[config.mk]
export PLATFORM = sky130hd
export DESIGN_NAME = stream_slice_serializer
export DESIGN_NICKNAME = d
export VERILOG_FILES = /design/src/rtl/stream_slice_serializer.sv
export SDC_FILE = /design/constraint.sdc
export NUM_CORES = 1
export LEC_CHECK = 0
export ABC_AREA = 1
export BUFFER_PORTS_ARGS = -buffer_cell sky130_fd_sc_hd__buf_2
export CAP_MARGIN = 40
export CORE_MARGIN = 3
export CORE_UTILIZATION = 56
export DETAILED_ROUTE_END_ITERATION = 7
export GPL_ROUTABILITY_DRIVEN = 1
export GPL_TIMING_DRIVEN = 0
export PLACE_DENSITY = 0.82
export SLEW_MARGIN = 20
export SYNTH_ARGS = -nofsm -noshare
export SYNTH_HDL_FRONTEND = slang
export SYNTH_SLANG_ARGS = --single-unit
[constraint.sdc]
create_clock -name clock -period 2.2 [get_ports clock]
set_input_delay 0.44 -clock clock [delete_from_list [all_inputs] [get_ports clock]]
set_output_delay 0.44 -clock clock [all_outputs]
set_load 0.02 [all_outputs]
[src/rtl/stream_slice_serializer.sv]
// stream_slice_serializer: captures one IN_W-bit word, optionally reverses its
// SLICE_W-bit slice order at capture time, then emits it as OUT_W-bit beats,
// most significant first, over a valid/ready link with packet framing.
// Optional feature macro: STREAM_SER_XCHK_EN appends an XOR check beat
// after the final word of each packet.
module stream_slice_serializer #(
  parameter int unsigned IN_W    = 32,
  parameter int unsigned OUT_W   = 8,
  parameter int unsigned SLICE_W = 8
) (
  input  logic             clock,
  input  logic             reset,
  input  logic             in_valid,
  output logic             in_ready,
  input  logic [IN_W-1:0]  in_data,
  input  logic             in_dir,
  input  logic             in_last,
  output logic             out_valid,
  input  logic             out_ready,
  output logic [OUT_W-1:0] out_data,
  output logic             out_last,
  output logic             busy
);

  localparam int unsigned NB  = IN_W / OUT_W;
  localparam int unsigned NS  = IN_W / SLICE_W;
  localparam int unsigned BCW = $clog2(NB + 1);

  // Reject geometries where words do not split evenly into beats and slices
  if ((IN_W % OUT_W) != 0) begin : g_bad_out_w
    $error("stream_slice_serializer: IN_W must be a multiple of OUT_W");
  end
  if ((IN_W % SLICE_W) != 0) begin : g_bad_slice_w
    $error("stream_slice_serializer: IN_W must be a multiple of SLICE_W");
  end

`ifdef STREAM_SER_XCHK_EN
  typedef enum logic [1:0] {IDLE, SHIFT, CHK} state_t;
`else
  typedef enum logic {IDLE, SHIFT} state_t;
`endif

  state_t            state_q;
  logic [IN_W-1:0]   data_q;
  logic [IN_W-1:0]   data_d;
  logic [BCW-1:0]    beat_q;
  logic              last_q;
  logic              final_beat;
  logic              chk_pending;
  logic              capture;
`ifdef STREAM_SER_XCHK_EN
  logic [OUT_W-1:0]  xor_q;
`endif

  // Slice reorder applied at capture; bits inside a slice keep their order
  always_comb begin
    data_d = in_data;
    if (in_dir) begin
      for (int unsigned k = 0; k < NS; k++) begin
        data_d[k*SLICE_W +: SLICE_W] = in_data[(NS-1-k)*SLICE_W +: SLICE_W];
      end
    end
  end

  assign final_beat = (state_q == SHIFT) && (beat_q == BCW'(NB - 1));

`ifdef STREAM_SER_XCHK_EN
  assign chk_pending = last_q;
`else
  assign chk_pending = 1'b0;
`endif

  // Accept in IDLE, or while the final beat leaves unless a check beat follows
  assign in_ready = (state_q == IDLE) || (final_beat && out_ready && !chk_pending);
  assign capture  = in_valid && in_ready;

  assign out_valid = (state_q != IDLE);
  assign busy      = (state_q != IDLE);

`ifdef STREAM_SER_XCHK_EN
  assign out_data = (state_q == CHK) ? xor_q : data_q[IN_W-1 -: OUT_W];
  assign out_last = (state_q == CHK);
`else
  assign out_data = data_q[IN_W-1 -: OUT_W];
  assign out_last = final_beat && last_q;
`endif

  // Serializer FSM: holding register, beat counter, packet framing
  always_ff @(posedge clock) begin
    if (reset) begin
      state_q <= IDLE;
      data_q  <= '0;
      beat_q  <= '0;
      last_q  <= 1'b0;
`ifdef STREAM_SER_XCHK_EN
      xor_q   <= '0;
`endif
    end else begin
      case (state_q)
        IDLE: begin
          if (capture) begin
            data_q  <= data_d;
            beat_q  <= '0;
            last_q  <= in_last;
            state_q <= SHIFT;
          end
        end
        SHIFT: begin
          if (out_ready) begin
`ifdef STREAM_SER_XCHK_EN
            xor_q <= xor_q ^ out_data;
`endif
            if (final_beat) begin
              beat_q <= '0;
              if (capture) begin
                data_q  <= data_d;
                last_q  <= in_last;
                state_q <= SHIFT;
`ifdef STREAM_SER_XCHK_EN
              end else if (last_q) begin
                data_q  <= '0;
                state_q <= CHK;
`endif
              end else begin
                data_q  <= '0;
                last_q  <= 1'b0;
                state_q <= IDLE;
              end
            end else begin
              data_q <= data_q << OUT_W;
              beat_q <= beat_q + BCW'(1);
            end
          end
        end
`ifdef STREAM_SER_XCHK_EN
        CHK: begin
          if (out_ready) begin
            xor_q   <= '0;
            last_q  <= 1'b0;
            state_q <= IDLE;
          end
        end
`endif
        default: begin
          state_q <= IDLE;
        end
      endcase
    end
  end

endmodule

==> results of run 1 <==
==> area by class of cell <==
class                   count  share of cell area
flip-flops and latches     37               0.280
inverters                  48              0.0681
multi-input cells         231               0.414
clock inverters             1             0.00189
plain buffers              35              0.0860
well taps                  48              0.0227
repair buffers             48              0.0907
clock buffers               7              0.0364
==> layer usage <==
layer / vias to the layer above / part of all wire / GRT usage
met4: 0 / 0.022 / 0.141
met5: - / 0 / 0
met1: 1105 / 0.43 / 0.351
met3: 14 / 0.081 / 0.0420
li1: 1242 / - / -
met2: 116 / 0.47 / 0.439
==> worst max-delay path by stage <==
stage	to	slack, ps
6_report	in_ready	170
5_1_grt	in_ready	60
4_1_cts	in_ready	170
3_5_place_dp	in_ready	500
3_3_place_gp	in_ready	530
2_1_floorplan	out_last	550
==> metrics by stage <==
stage | hold WS, ps | worst slack [ps]
global placement | 455 | 533
floorplan | 444 | 545
finish | 408 | 169
global route | 404 | 58.2
CTS | 407 | 166
detailed placement | 456 | 503
==> state kept, by name, indices dropped and copies added (netlist names) <==
name / flops
busy: 1
beat_q: 3
last_q: 1
data_q: 32
==> power by group through the flow <==
stage	clock [mW]	sequential, mW	combinational, mW
2_1_floorplan	0	0.765	0.292
4_1_cts	0.534	0.756	0.416
5_1_grt	0.560	0.764	0.472
6_report	0.543	0.757	0.421
3_5_place_dp	0	0.771	0.413
3_3_place_gp	0	0.769	0.407
==> placed cells by master, fill, tap and decap left out, drive strengths merged <==
cell / instances
buf: 76
clkbuf: 14
o21ai: 43
nor2: 17
ha: 1
inv: 48
clkinv: 1
or2: 1
a21oi: 52
dfxtp: 37
nand2: 57
nand3: 60
==> kinds of logic after synthesis <==
kind of cell	Yosys count	synth area share
DFF	37	0.330
AOI/OAI and AO/OA	95	0.212
buffers and inverters	83	0.182
and+or+nand+nor	135	0.271
adders and majority gates	1	0.00557
==> critical path, cell delays in order (launching register included) <==
cell and delay [ps]:
dfxtp_1 370, ha_1 230, inv_2 50, nor2_2 110
nand2_2 90, nand2_4 120, buf_6 160, buf_2 170
==> flow_metrics.py, run 1 <==
metrics = {
    "yosys": {
        "ys_types": 18,
        "synth_seq_area_share": 0.330,
        "yosys-top-cells-area": "dfxtp_1, nand3_1, a21oi_1",
        "synth-seq-cells": 37,
        "yosys_warnings": 0,
        "postSynthCellCount": 351,
        "yosysTopAreaCell": "dfxtp_1",
        "netlist_area_um2": 2250,
        "yosysMostFrequentCell": "nand3_1",
        "ys_async_sr_fraction": 0,
        "synth-edff-count": 0,
        "synth_area_per_cell_um2": 6.40,
        "ys.flop_type": "dfxtp_1",
        "postSynthNetCount": 390,
        "yosys.area.top_type_share": 0.330,
        "synth_commonest_cells": "nand3_1, a21oi_1, nand2_1",
    },
    "routing": {
        "drtAntennaViolNets": 0,
        "vias": 2477,
        "route.detailed.drc": 0,
        "wl_per_cell_um": 13.9,
        "wl_mm": 6.35,
        "via_per_inst": 5.44,
        "first_pass_iters": 5,
        "drtIter0Drc": 256,
    },
    "worst_hold_path": {
        "hp-start": "in_last",
        "hold_end": "last_q",
        "hold_class": "in2reg",
        "hold_depth": 3,
    },
    "layout": {
        "n_antenna_cell": 0,
        "fin_nets": 445,
        "area_growth_syn_to_layout_pct": 17.9,
        "drive_gt1_frac": 0.233,
        "seq_area_um2": 741,
        "final_cells": 455,
        "final_cell_area_um2": 2650,
        "multi_input_area_um2": 1100,
        "utilization": 0.702,
        "n_fill_cell": 349,
    },
    "timing": {
        "finalSetupViolCount": 0,
        "hold_violations": 0,
        "fin_crit_sh": 0.923,
        "tightest_slew_ps": 517,
        "slew_headroom": 0.655,
        "fmax_ghz": 0.492,
        "drv_slew": 0,
        "rsz0062_at_grt": "no",
        "finalClockSkew_ps": 6.72,
        "finalCriticalPeriod_ps": 2030,
        "setup_tns_ps": 0,
    },
    "floorplan": {
        "coreArea_um2": 3770,
        "die_w_um": 69.3,
        "io_pins": 50,
        "row_count": 22,
        "start_util": 0.596,
        "die_h_um": 69.3,
        "dieArea_um2": 4810,
    },
    "pwr": {
        "total_power_mw": 1.72,
        "power.leakage_nw": 1.37,
        "peakVddDrop_mv": 0.340,
        "comb_power_share": 0.245,
        "p_sw_frac": 0.316,
        "power.density_nw_per_um2": 650,
        "clkPwrFrac": 0.316,
        "pwr-share-seq": 0.440,
        "switchingPower_uw": 545,
        "p_int_mw": 1.18,
    },
    "clock_network": {
        "cts_num_sinks": 37,
        "cts_inserted_buffers": 5,
        "cts_hold_buf": 0,
        "cts_tree": "built",
        "post_cts_resized": 0,
        "htree_levels": 2,
        "clockBufferDepth": 2,
        "clk_pin_slew_ps": 80,
        "cts_root_buf": "clkbuf_8",
        "postCtsSetupBuffers": 0,
        "clk_latency_ps": 300,
    },
    "placed_design": {
        "portBuffers": 48,
        "hpwlAfterDp_mm": 4.53,
        "placed_area_um2": 2550,
        "dp_cells": 447,
        "place.gp.congestion": 0.919,
    },
    "outcome": {
        "status": "completed",
    },
    "setup_path": {
        "crit_required_ps": 1760,
        "worstReg2RegStart": "beat_q[0]",
        "reg2reg_to": "data_q[8]",
        "arrival_ps": 1590,
        "reg2reg_slack_ps": 770,
        "setup.worst_path.end_class": "primary output",
        "startpoint": "beat_q[0]",
        "start_kind": "flip-flop",
        "rr_worst_depth": 8,
        "worstSetupPathType": "reg2out",
        "crit_fanout": 10,
    },
    "grt": {
        "grt_pass1_wl_mm": 10.6,
        "grt_max_degree": 12,
        "grt_usage": 0.272,
        "antenna_found_initial": 0,
        "grt_pass1_vias": 2350,
        "grt-ovfl-total": 0,
    },
    "flow_run": {
        "drv_cap": 0,
    },
}
Power figures use the tool's default switching activity.
==> inputs of run 2 (changes only) <==
--- a/config.mk
+++ b/config.mk
@@ -9,11 +9,11 @@
 export BUFFER_PORTS_ARGS = -buffer_cell sky130_fd_sc_hd__buf_2
 export CAP_MARGIN = 40
 export CORE_MARGIN = 3
-export CORE_UTILIZATION = 56
+export CORE_UTILIZATION = 58
 export DETAILED_ROUTE_END_ITERATION = 7
 export GPL_ROUTABILITY_DRIVEN = 1
 export GPL_TIMING_DRIVEN = 0
-export PLACE_DENSITY = 0.82
+export PLACE_DENSITY = 0.85
 export SLEW_MARGIN = 20
 export SYNTH_ARGS = -nofsm -noshare
 export SYNTH_HDL_FRONTEND = slang
==> run 2 against run 1 <==
- global-route usage increased by 1.5 points
- combinational power about the same
- register-to-register slack improved by 20 ps
- routed wire length decreased by 0.99%
- clock skew decreased by 4.4 ps
==> flow_metrics.py, run 2 (same netlist as run 1, synthesis figures left out) <==
metrics = {
    "outcome": {
        "status": "completed",
    },
    "layout": {
        "largest_register_ffs": 32,
        "layout_common_cells": "nand3_1, buf_2, nand2_1, a21oi_1, inv_1",
        "final_cells": 452,
        "area_growth_syn_to_layout_pct": 17.1,
        "final_cell_area_um2": 2630,
        "n_antenna_cell": 0,
        "n_fill_cell": 317,
        "final_common_cell": "nand3_1",
        "largestRegisters": "data_q: 32 flops, beat_q: 3 flops",
        "multi_input_area_um2": 1100,
        "seq_area_um2": 741,
        "regMostFlops": "data_q",
        "drive_gt1_frac": 0.229,
        "fin_nets": 445,
    },
    "setup_path": {
        "arrival_ps": 1540,
        "setup.worst_path.end_class": "primary output",
        "worstReg2RegStart": "beat_q[0]",
        "start_kind": "flip-flop",
        "rr_worst_depth": 8,
        "cp_slowest_cell": "dfxtp_1",
        "crit_required_ps": 1760,
        "crit_fanout": 10,
        "crit_chain": "ha_1 > inv_2 > nor2_2 > nand2_2 > nand2_4 > buf_6 > buf_2",
        "worstSetupPathType": "reg2out",
        "reg2reg_to": "data_q[26]",
        "startpoint": "beat_q[0]",
        "cp_slowest_stage_delay_ps": 340,
        "reg2reg_slack_ps": 790,
    },
    "grt": {
        "grt_max_degree": 11,
        "antenna_found_initial": 0,
        "grt_usage": 0.287,
        "grt_pass1_wl_mm": 10.2,
        "grt-ovfl-total": 0,
        "grt_pass1_vias": 2262,
    },
    "worst_hold_path": {
        "hold_depth": 3,
        "hold_class": "in2reg",
        "hold_end": "last_q",
        "hp-start": "in_last",
    },
    "routing": {
        "wl_mm": 6.28,
        "wl_per_cell_um": 13.9,
        "first_pass_iters": 5,
        "drtAntennaViolNets": 0,
        "route.detailed.drc": 0,
        "via_per_inst": 5.57,
        "vias": 2517,
        "drtIter0Drc": 268,
    },
    "placed_design": {
        "hpwlAfterDp_mm": 4.62,
        "placed_area_um2": 2540,
        "place.gp.congestion": 0.894,
        "portBuffers": 48,
        "dp_cells": 445,
    },
    "clock_network": {
        "postCtsSetupBuffers": 0,
        "clk_pin_slew_ps": 70,
        "clk_latency_ps": 290,
        "cts_num_sinks": 37,
        "post_cts_resized": 0,
        "clockBufferDepth": 2,
        "cts_tree": "built",
        "cts_root_buf": "clkbuf_8",
        "cts_inserted_buffers": 5,
        "htree_levels": 2,
        "cts_hold_buf": 0,
    },
    "floorplan": {
        "dieArea_um2": 4650,
        "die_w_um": 68.2,
        "row_count": 21,
        "coreArea_um2": 3520,
        "die_h_um": 68.2,
        "io_pins": 50,
        "start_util": 0.638,
    },
    "timing": {
        "finalClockSkew_ps": 2.32,
        "drv_slew": 0,
        "setup_tns_ps": 0,
        "hold_violations": 0,
        "whs_ps": 417,
        "finalSetupViolCount": 0,
        "finalCriticalPeriod_ps": 1980,
        "fmax_ghz": 0.504,
        "rsz0062_at_grt": "no",
        "tightest_slew_ps": 487,
        "slew_headroom": 0.675,
        "fin_crit_sh": 0.902,
    },
    "flow_run": {
        "drv_cap": 0,
    },
    "pwr": {
        "power.leakage_nw": 1.36,
        "peakVddDrop_mv": 0.428,
        "total_power_mw": 1.66,
        "power.density_nw_per_um2": 631,
    },
}
run 2: worst max-delay path by stage:
stage,to,cells past startpoint
5_1_grt,in_ready,7
3_3_place_gp,in_ready,7
6_report,in_ready,7
4_1_cts,in_ready,7
3_5_place_dp,in_ready,7
2_1_floorplan,out_last,4
run 2: worst max-delay path, delay by kind of cell, from the launching register on:
kind	cells	cell delay, ps
adders and majority gates	1	230
buffers and inverters	3	380
DFF	1	340
and+or+nand+nor	3	310
run 2: cell type report:
cell class	count	area share
multi-input combinational	231	0.417
sequential	37	0.282
timing repair buffer	48	0.0913
buffer	35	0.0866
inverter	48	0.0685
clock buffer	7	0.0328
tap	46	0.0219
run 2: through the flow:
stage | utilization | setup WS (ps)
6_report | 0.747 | 215
4_1_cts | 0.747 | 215
3_5_place_dp | 0.722 | 523
3_3_place_gp | 0.722 | 542
5_1_grt | 0.747 | 97.1
2_1_floorplan | - | 545
run 2: report_power, final:
part / leakage (nW) / switching, mW / internal, mW
Clock: 0.0443 / 0.234 / 0.249
Combinational: 1.01 / 0.256 / 0.167
Sequential: 0.306 / 0.0283 / 0.727
Total: 1.36 / 0.518 / 1.14
run 2: layer usage:
layer / vias up / share of wire / track usage
li1: 1247 / - / -
met1: 1147 / 0.44 / 0.382
met2: 108 / 0.47 / 0.483
met3: 15 / 0.070 / 0.0427
met4: 0 / 0.024 / 0.0769
met5: - / 0 / 0
